--- src/rtl/ui_control_debounced_pkg.sv ---
// Shared types and field indices for the UI front-end.
package ui_pkg;

  typedef enum logic [1:0] {
    BTN_IDLE   = 2'd0,
    BTN_DELAY  = 2'd1,
    BTN_REPEAT = 2'd2
  } btn_state_t;

  localparam int unsigned SW_W = 10;

  // Slide-switch field positions
  localparam int unsigned SW_SETHMS_LO = 0;
  localparam int unsigned SW_SET       = 2;
  localparam int unsigned SW_SRC_LO    = 4;
  localparam int unsigned SW_MINSEC    = 7;
  localparam int unsigned SW_ON        = 8;
  localparam int unsigned SW_EN_DISP   = 9;

  // Push-button positions
  localparam int unsigned BTN_UP   = 0;
  localparam int unsigned BTN_DOWN = 1;

  // Counter width able to hold 0..n-1, never narrower than one bit
  function automatic int unsigned cnt_width(input int unsigned n);
    return (n > 1) ? $clog2(n) : 1;
  endfunction

endpackage

--- src/rtl/ui_control_debounced_debounce.sv ---
// Two-flop synchroniser plus stability counter for one raw input bit.
module ui_debounce
  import ui_pkg::*;
#(
  parameter int unsigned DEBOUNCE_CYC = 500000,
  parameter bit          INVERT       = 1'b0
) (
  input  logic clk,
  input  logic reset,
  input  logic raw,
  output logic stable
);

  localparam int unsigned CW = cnt_width(DEBOUNCE_CYC);

  logic          s1;
  logic          s2;
  logic          level;
  logic [CW-1:0] cnt;

  // Synchroniser flops idle at the raw "inactive" level so reset looks released
  always_ff @(posedge clk or posedge reset) begin
    if (reset) begin
      s1 <= INVERT;
      s2 <= INVERT;
    end else begin
      s1 <= raw;
      s2 <= s1;
    end
  end

  // Polarity normalised after the synchroniser
  assign level = s2 ^ INVERT;

  // Accept a new level only after it differs from the current one long enough
  always_ff @(posedge clk or posedge reset) begin
    if (reset) begin
      stable <= 1'b0;
      cnt    <= '0;
    end else if (level == stable) begin
      cnt <= '0;
    end else if (cnt == CW'(DEBOUNCE_CYC - 1)) begin
      stable <= level;
      cnt    <= '0;
    end else begin
      cnt <= cnt + CW'(1);
    end
  end

endmodule

--- src/rtl/ui_control_debounced.sv ---
// Switch/button front-end: debounce, field decode, step pulses with auto-repeat, LEDs.
module ui_control_debounced
  import ui_pkg::*;
#(
  parameter int unsigned N_BUTTONS         = 4,
  parameter bit          BUTTON_ACTIVE_LOW = 1'b1,
  parameter int unsigned DEBOUNCE_CYC      = 500000,
  parameter int unsigned REPEAT_DELAY_CYC  = 25000000,
  parameter int unsigned REPEAT_PERIOD_CYC = 5000000,
  parameter int unsigned BLINK_HALF_CYC    = 12500000
) (
  input  logic                 clk,
  input  logic                 reset,
  input  logic [5:0]           sec,
  input  logic [N_BUTTONS-1:0] button,
  input  logic [9:0]           sw,
  output logic                 on,
  output logic                 set,
  output logic                 min_or_sec,
  output logic [1:0]           source_select,
  output logic                 enable_display,
  output logic [1:0]           sethms,
  output logic [1:0]           up_down,
  output logic [N_BUTTONS-1:0] btn_pulse,
  output logic [9:0]           ledr,
  output logic [7:0]           ledg
);

  localparam int unsigned TMAX = (REPEAT_DELAY_CYC > REPEAT_PERIOD_CYC) ?
                                 REPEAT_DELAY_CYC : REPEAT_PERIOD_CYC;
  localparam int unsigned TW   = cnt_width(TMAX);
  localparam int unsigned BW   = cnt_width(BLINK_HALF_CYC);

  logic [SW_W-1:0]      sw_deb;
  logic [N_BUTTONS-1:0] btn_deb;
  logic [N_BUTTONS-1:0] btn_q;
  logic [N_BUTTONS-1:0] pulse;
  btn_state_t           state [N_BUTTONS];
  logic [TW-1:0]        timer [N_BUTTONS];
  logic                 conflict;
  logic [BW-1:0]        blink_cnt;
  logic                 blink;
  logic [5:0]           sec_q;

  // One debouncer per switch and per button
  for (genvar g = 0; g < SW_W; g++) begin : g_sw
    ui_debounce #(.DEBOUNCE_CYC(DEBOUNCE_CYC), .INVERT(1'b0)) u_deb (
      .clk(clk), .reset(reset), .raw(sw[g]), .stable(sw_deb[g])
    );
  end

  for (genvar g = 0; g < N_BUTTONS; g++) begin : g_btn
    ui_debounce #(.DEBOUNCE_CYC(DEBOUNCE_CYC), .INVERT(BUTTON_ACTIVE_LOW)) u_deb (
      .clk(clk), .reset(reset), .raw(button[g]), .stable(btn_deb[g])
    );
  end

  assign sethms         = sw_deb[SW_SETHMS_LO +: 2];
  assign set            = sw_deb[SW_SET];
  assign source_select  = sw_deb[SW_SRC_LO +: 2];
  assign min_or_sec     = sw_deb[SW_MINSEC];
  assign on             = sw_deb[SW_ON];
  assign enable_display = sw_deb[SW_EN_DISP];
  assign ledr           = sw_deb;

  assign conflict = btn_deb[BTN_UP] & btn_deb[BTN_DOWN];

  // Per-button press/auto-repeat FSM; up and down are held idle while both are pressed
  always_ff @(posedge clk or posedge reset) begin
    if (reset) begin
      btn_q <= '0;
      pulse <= '0;
      for (int unsigned i = 0; i < N_BUTTONS; i++) begin
        state[i] <= BTN_IDLE;
        timer[i] <= '0;
      end
    end else begin
      btn_q <= btn_deb;
      for (int unsigned i = 0; i < N_BUTTONS; i++) begin
        pulse[i] <= 1'b0;
        if (!btn_deb[i] || (conflict && ((i == BTN_UP) || (i == BTN_DOWN)))) begin
          state[i] <= BTN_IDLE;
          timer[i] <= '0;
        end else begin
          case (state[i])
            BTN_IDLE: begin
              if (!btn_q[i]) begin
                pulse[i] <= 1'b1;
                timer[i] <= TW'(REPEAT_DELAY_CYC - 1);
                state[i] <= BTN_DELAY;
              end
            end
            BTN_DELAY, BTN_REPEAT: begin
              if (timer[i] == '0) begin
                pulse[i] <= 1'b1;
                timer[i] <= TW'(REPEAT_PERIOD_CYC - 1);
                state[i] <= BTN_REPEAT;
              end else begin
                timer[i] <= timer[i] - TW'(1);
              end
            end
            default: begin
              state[i] <= BTN_IDLE;
              timer[i] <= '0;
            end
          endcase
        end
      end
    end
  end

  assign btn_pulse = pulse;
  assign up_down   = pulse[1:0] & {2{sw_deb[SW_SET] & ~conflict}};

  // Set-mode blink: phase restarts each time set rises
  always_ff @(posedge clk or posedge reset) begin
    if (reset) begin
      blink_cnt <= '0;
      blink     <= 1'b0;
    end else if (!sw_deb[SW_SET]) begin
      blink_cnt <= '0;
      blink     <= 1'b0;
    end else if (blink_cnt == BW'(BLINK_HALF_CYC - 1)) begin
      blink_cnt <= '0;
      blink     <= ~blink;
    end else begin
      blink_cnt <= blink_cnt + BW'(1);
    end
  end

  // Seconds image for the green LEDs
  always_ff @(posedge clk or posedge reset) begin
    if (reset) sec_q <= '0;
    else       sec_q <= sec;
  end

  assign ledg = {blink & sw_deb[SW_SET], sw_deb[SW_ON], sec_q};

endmodule

--- config.mk ---
export PLATFORM = sky130hd
export DESIGN_NAME = ui_control_debounced
export DESIGN_NICKNAME = d
export VERILOG_FILES = /design/src/rtl/ui_control_debounced_pkg.sv /design/src/rtl/ui_control_debounced_debounce.sv /design/src/rtl/ui_control_debounced.sv
export SDC_FILE = /design/constraint.sdc
export NUM_CORES = 1
export LEC_CHECK = 0
export ABC_CLOCK_PERIOD_IN_PS = 42000
export BUFFER_PORTS_ARGS = -buffer_cell sky130_fd_sc_hd__buf_2
export CAP_MARGIN = 15
export CORE_ASPECT_RATIO = 1.1
export CORE_UTILIZATION = 25
export CTS_BUF_LIST = sky130_fd_sc_hd__clkbuf_2
export CTS_CLUSTER_SIZE = 16
export DETAILED_ROUTE_END_ITERATION = 16
export GPL_TIMING_DRIVEN = 0
export SETUP_SLACK_MARGIN = 0.4
export SLEW_MARGIN = 20
export SYNTH_ARGS = -nofsm -noshare
export SYNTH_HDL_FRONTEND = slang
export SYNTH_SLANG_ARGS = --single-unit
--- constraint.sdc ---
create_clock -name clk -period 42 [get_ports clk]
set_input_delay 12.6 -clock clk [delete_from_list [all_inputs] [get_ports clk]]
set_output_delay 12.6 -clock clk [all_outputs]
set_load 0.005 [all_outputs]
==> impl_metrics.env <==
export IMPL_outcome="complete, no violations"
export IMPL_clockBufferDepth=3
export IMPL_yosysUniqueCellTypes=79
export IMPL_wl_met3_mm=1.94
export IMPL_critical_path_class="reg2out"
export IMPL_wl_mm=45.5
export IMPL_tightest_slew_ps=995
export IMPL_synth_enable_flop_cells=0
export IMPL_syn_area_per_cell_um2=9.57
export IMPL_fin_ws_ps=26900
export IMPL_switching_share=0.273
export IMPL_syn2layout_area_growth_pct=13.5
export IMPL_cp_required_ps=29400
export IMPL_power_density_nw_per_um2=31.5
export IMPL_period_needed_ps=15100
export IMPL_setup_viol=0
export IMPL_wl_per_cell_um=12.0
export IMPL_synth_most_common_cell="dfrtp_1"
export IMPL_postCtsSetupBuffers=0
export IMPL_die_area_um2=90800
export IMPL_tritoncts="done"
export IMPL_grt_max_degree=100
export IMPL_cp_top_family="buffers and inverters"
export IMPL_initialDrtViolationCount=731
export IMPL_die_w_um=287
export IMPL_slew_headroom=0.333
export IMPL_ys_flop_type="dfrtp_1"
export IMPL_drive_gt1_frac=0.140
export IMPL_postCtsHoldBufs=0
export IMPL_intPower_mw=0.582
export IMPL_synth_top_area_cell="dfrtp_1"
export IMPL_finClkSkew_ps=88.8
export IMPL_drt_antenna_violating_nets=0
export IMPL_place_ws_ps=28040
export IMPL_power_leakage_nw=11.2
export IMPL_drv_cap=0
export IMPL_die_y_um=316
export IMPL_cts_root_buffer="clkbuf_2"
export IMPL_nets=2583
export IMPL_ys_seq_area_frac=0.509
export IMPL_crit_chain="clkbuf_1, nand2_1, and3_1, buf_2"
export IMPL_rsz0062_at_grt="no"
export IMPL_cts_reportedPaths_clkPinSlew_ps=100
export IMPL_ir_worst_vdd_uv=19.9
export IMPL_ys_seq_elements=455
export IMPL_cp_num_buf_inv=2
export IMPL_worstHoldPathType="reg2reg"
export IMPL_grt_pass1_vias=16835
export IMPL_synthTopCellsByArea="dfrtp_1, nor2_1, xnor2_1, xor2_1, nand3_1"
export IMPL_syn_area_um2=22400
export IMPL_finalCritPeriodShare=0.360
export IMPL_ys_warn_count=0
export IMPL_synth_nets=2390
export IMPL_fillers=9298
export IMPL_cts_sinks=455
export IMPL_switchingPower_mw=0.218
export IMPL_max_freq_mhz=66.2
export IMPL_arrival_ps=2500
export IMPL_antenna_found_initial=1
export IMPL_reg2regPathDepth=8
export IMPL_cp_depth=4
export IMPL_drcViolationCount=0
export IMPL_pwr_share_seq=0.558
export IMPL_wirelength_met1_mm=21.0
export IMPL_top_layer_used="met4"
export IMPL_post_dp_hpwl_mm=29.3
export IMPL_tns_ps=0
export IMPL_syn_instance_count=2340
export IMPL_critPathCaptureType="output pin"
export IMPL_crit_path_top_delay_cell="dfrtp_1"
export IMPL_gr_usage_all_layers=0.104
export IMPL_finalHoldViolations=0
export IMPL_p_comb_frac=0.029
export IMPL_place_gp_congestion=0.799
export IMPL_port_buffers=53
export IMPL_cts_resized_gates=0
export IMPL_vias=16955
export IMPL_vias_per_cell=4.48
export IMPL_holdPathStages=0
export IMPL_async_flop_share=1.00
export IMPL_rows=114
export IMPL_start_util=0.254
export IMPL_wl_met2_mm=21.0
export IMPL_core_area_um2=88300
export IMPL_slew_violations=0
export IMPL_dr_pass1_iters=5
export IMPL_htree_levels=4
export IMPL_start_kind="flip-flop"
export IMPL_yosysTopAreaCellShare=0.499
export IMPL_ios=54
export IMPL_cts_buffers_inserted=133
export IMPL_synth_top_cells_by_count="dfrtp_1, nor2_1, nand2_1"
export IMPL_p_clk_frac=0.412
export IMPL_critPathMaxFanout=10
export IMPL_cpPeakStageDelay_ps=380
export IMPL_grt_pass1_wl_mm=79.0
export IMPL_grt_overflow_total=0
export IMPL_insertion_delay_ps=1290
[worst reg2reg max path, delay by kind of cell (launching register included)]
family,cells,cell delay (ps)
AO/OA/AOI/OAI,2,500
flip-flops,1,430
AND/OR/NAND/NOR,3,1000
buffers and inverters,2,320
adder cells (fa/ha/maj),1,200
[path summary, 6_finish.rpt]
check	startpoint	endpoint	slack, ps
worst max-delay path	g_btn[0].u_deb.stable	up_down[0]	26900
worst min-delay path	g_sw[8].u_deb.s1	g_sw[8].u_deb.level	310
worst max register to register	timer[75]	timer[93]	39420
worst min register to register	g_sw[8].u_deb.s1	g_sw[8].u_deb.level	310
max in group asynchronous	reset	g_btn[2].u_deb.s2	29400
min in group asynchronous	reset	g_sw[4].u_deb.level	11330
[area by class of cell]
cell class	count	area, um^2	area share
flip-flops and latches	455	11400	0.448
multi-input cells	1710	10300	0.403
well taps	1160	1450	0.0571
clock buffers	187	936	0.0368
plain buffers	93	449	0.0177
repair buffers	58	403	0.0158
inverters	82	315	0.0124
clock inverters	35	223	0.00876
diodes	2	5.00	0.000197
[cell usage in the layout, fill, tap and decap left out, types with 7 or more instances in the layout]
cell type,instances
or3_1,30
dfrtp_1,447
buf_2,67
a31oi_1,24
and4_1,14
clkbuf_2,187
nand3_1,158
or4_1,10
o21ai_0,64
dfstp_2,8
nand3b_1,7
clkinv_1,19
buf_4,16
clkbuf_1,58
and2_1,13
nor4_1,58
xnor2_1,170
nand2_1,177
nand4_1,60
and3_1,35
mux2_2,10
nor3_1,80
or2_2,21
nor2_1,424
o211ai_1,14
nor4b_1,7
ha_1,28
nor2b_1,12
a21oi_1,46
inv_1,81
xor2_1,122
o311ai_0,12
[power by group through the flow]
stage,registers (mW),logic [mW],clock network [mW]
after global placement,0.456,0.0229,0
after floorplan,0.455,0.0163,0
final,0.447,0.0234,0.330
after detailed placement,0.456,0.0248,0
after CTS,0.447,0.0248,0.356
after global routing,0.448,0.0279,0.376
[stage by stage]
| stage | std cells | hold WS, ps | utilization | cell area, um^2 | power (mW) |
|---|---|---|---|---|---|
| 2_1_floorplan | 2340 | 331 | - | 22400 | 0.472 |
| 3_3_place_gp | 3553 | 334 | 0.273 | 24100 | 0.479 |
| 3_5_place_dp | 3558 | 338 | 0.275 | 24300 | 0.481 |
| 4_1_cts | 3780 | 330 | 0.288 | 25400 | 0.828 |
| 5_1_grt | 3781 | 319 | 0.288 | 25400 | 0.852 |
| 6_report | 3782 | 308 | 0.288 | 25400 | 0.801 |
[sequential cells by signal, summed over array words and instances, names as in the netlist, 6 cells and up]
register           flops
timer                100
sec_q                  6
state                  8
g_sw.u_deb.level      10
g_btn.u_deb.cnt       76
g_sw.u_deb.s1         10
blink_cnt             24
g_sw.u_deb.cnt       190
g_sw.u_deb.stable     10
[logic make-up (layout without fill, tap and decap cells)]
kind of cell / count (synthesis) / count (layout) / share of synthesized area
other: 0 / 2 / 0
buffers and inverters: 175 / 455 / 0.0338
DFF: 455 / 455 / 0.509
muxes: 16 / 16 / 0.00771
and+or+nand+nor: 1161 / 1161 / 0.259
adders and majority gates: 28 / 28 / 0.0156
AOI/OAI and AO/OA: 213 / 213 / 0.0609
xor gates and xnor gates: 292 / 292 / 0.114
[metal layers]
| metal | up-vias | GRT usage |
|---|---|---|
| met2 | 256 | 0.163 |
| met4 | 0 | 0.0591 |
| li1 | 8513 | - |
| met5 | - | 0 |
| met1 | 8077 | 0.128 |
| met3 | 109 | 0.0273 |
(Power assumes the default switching activity.)
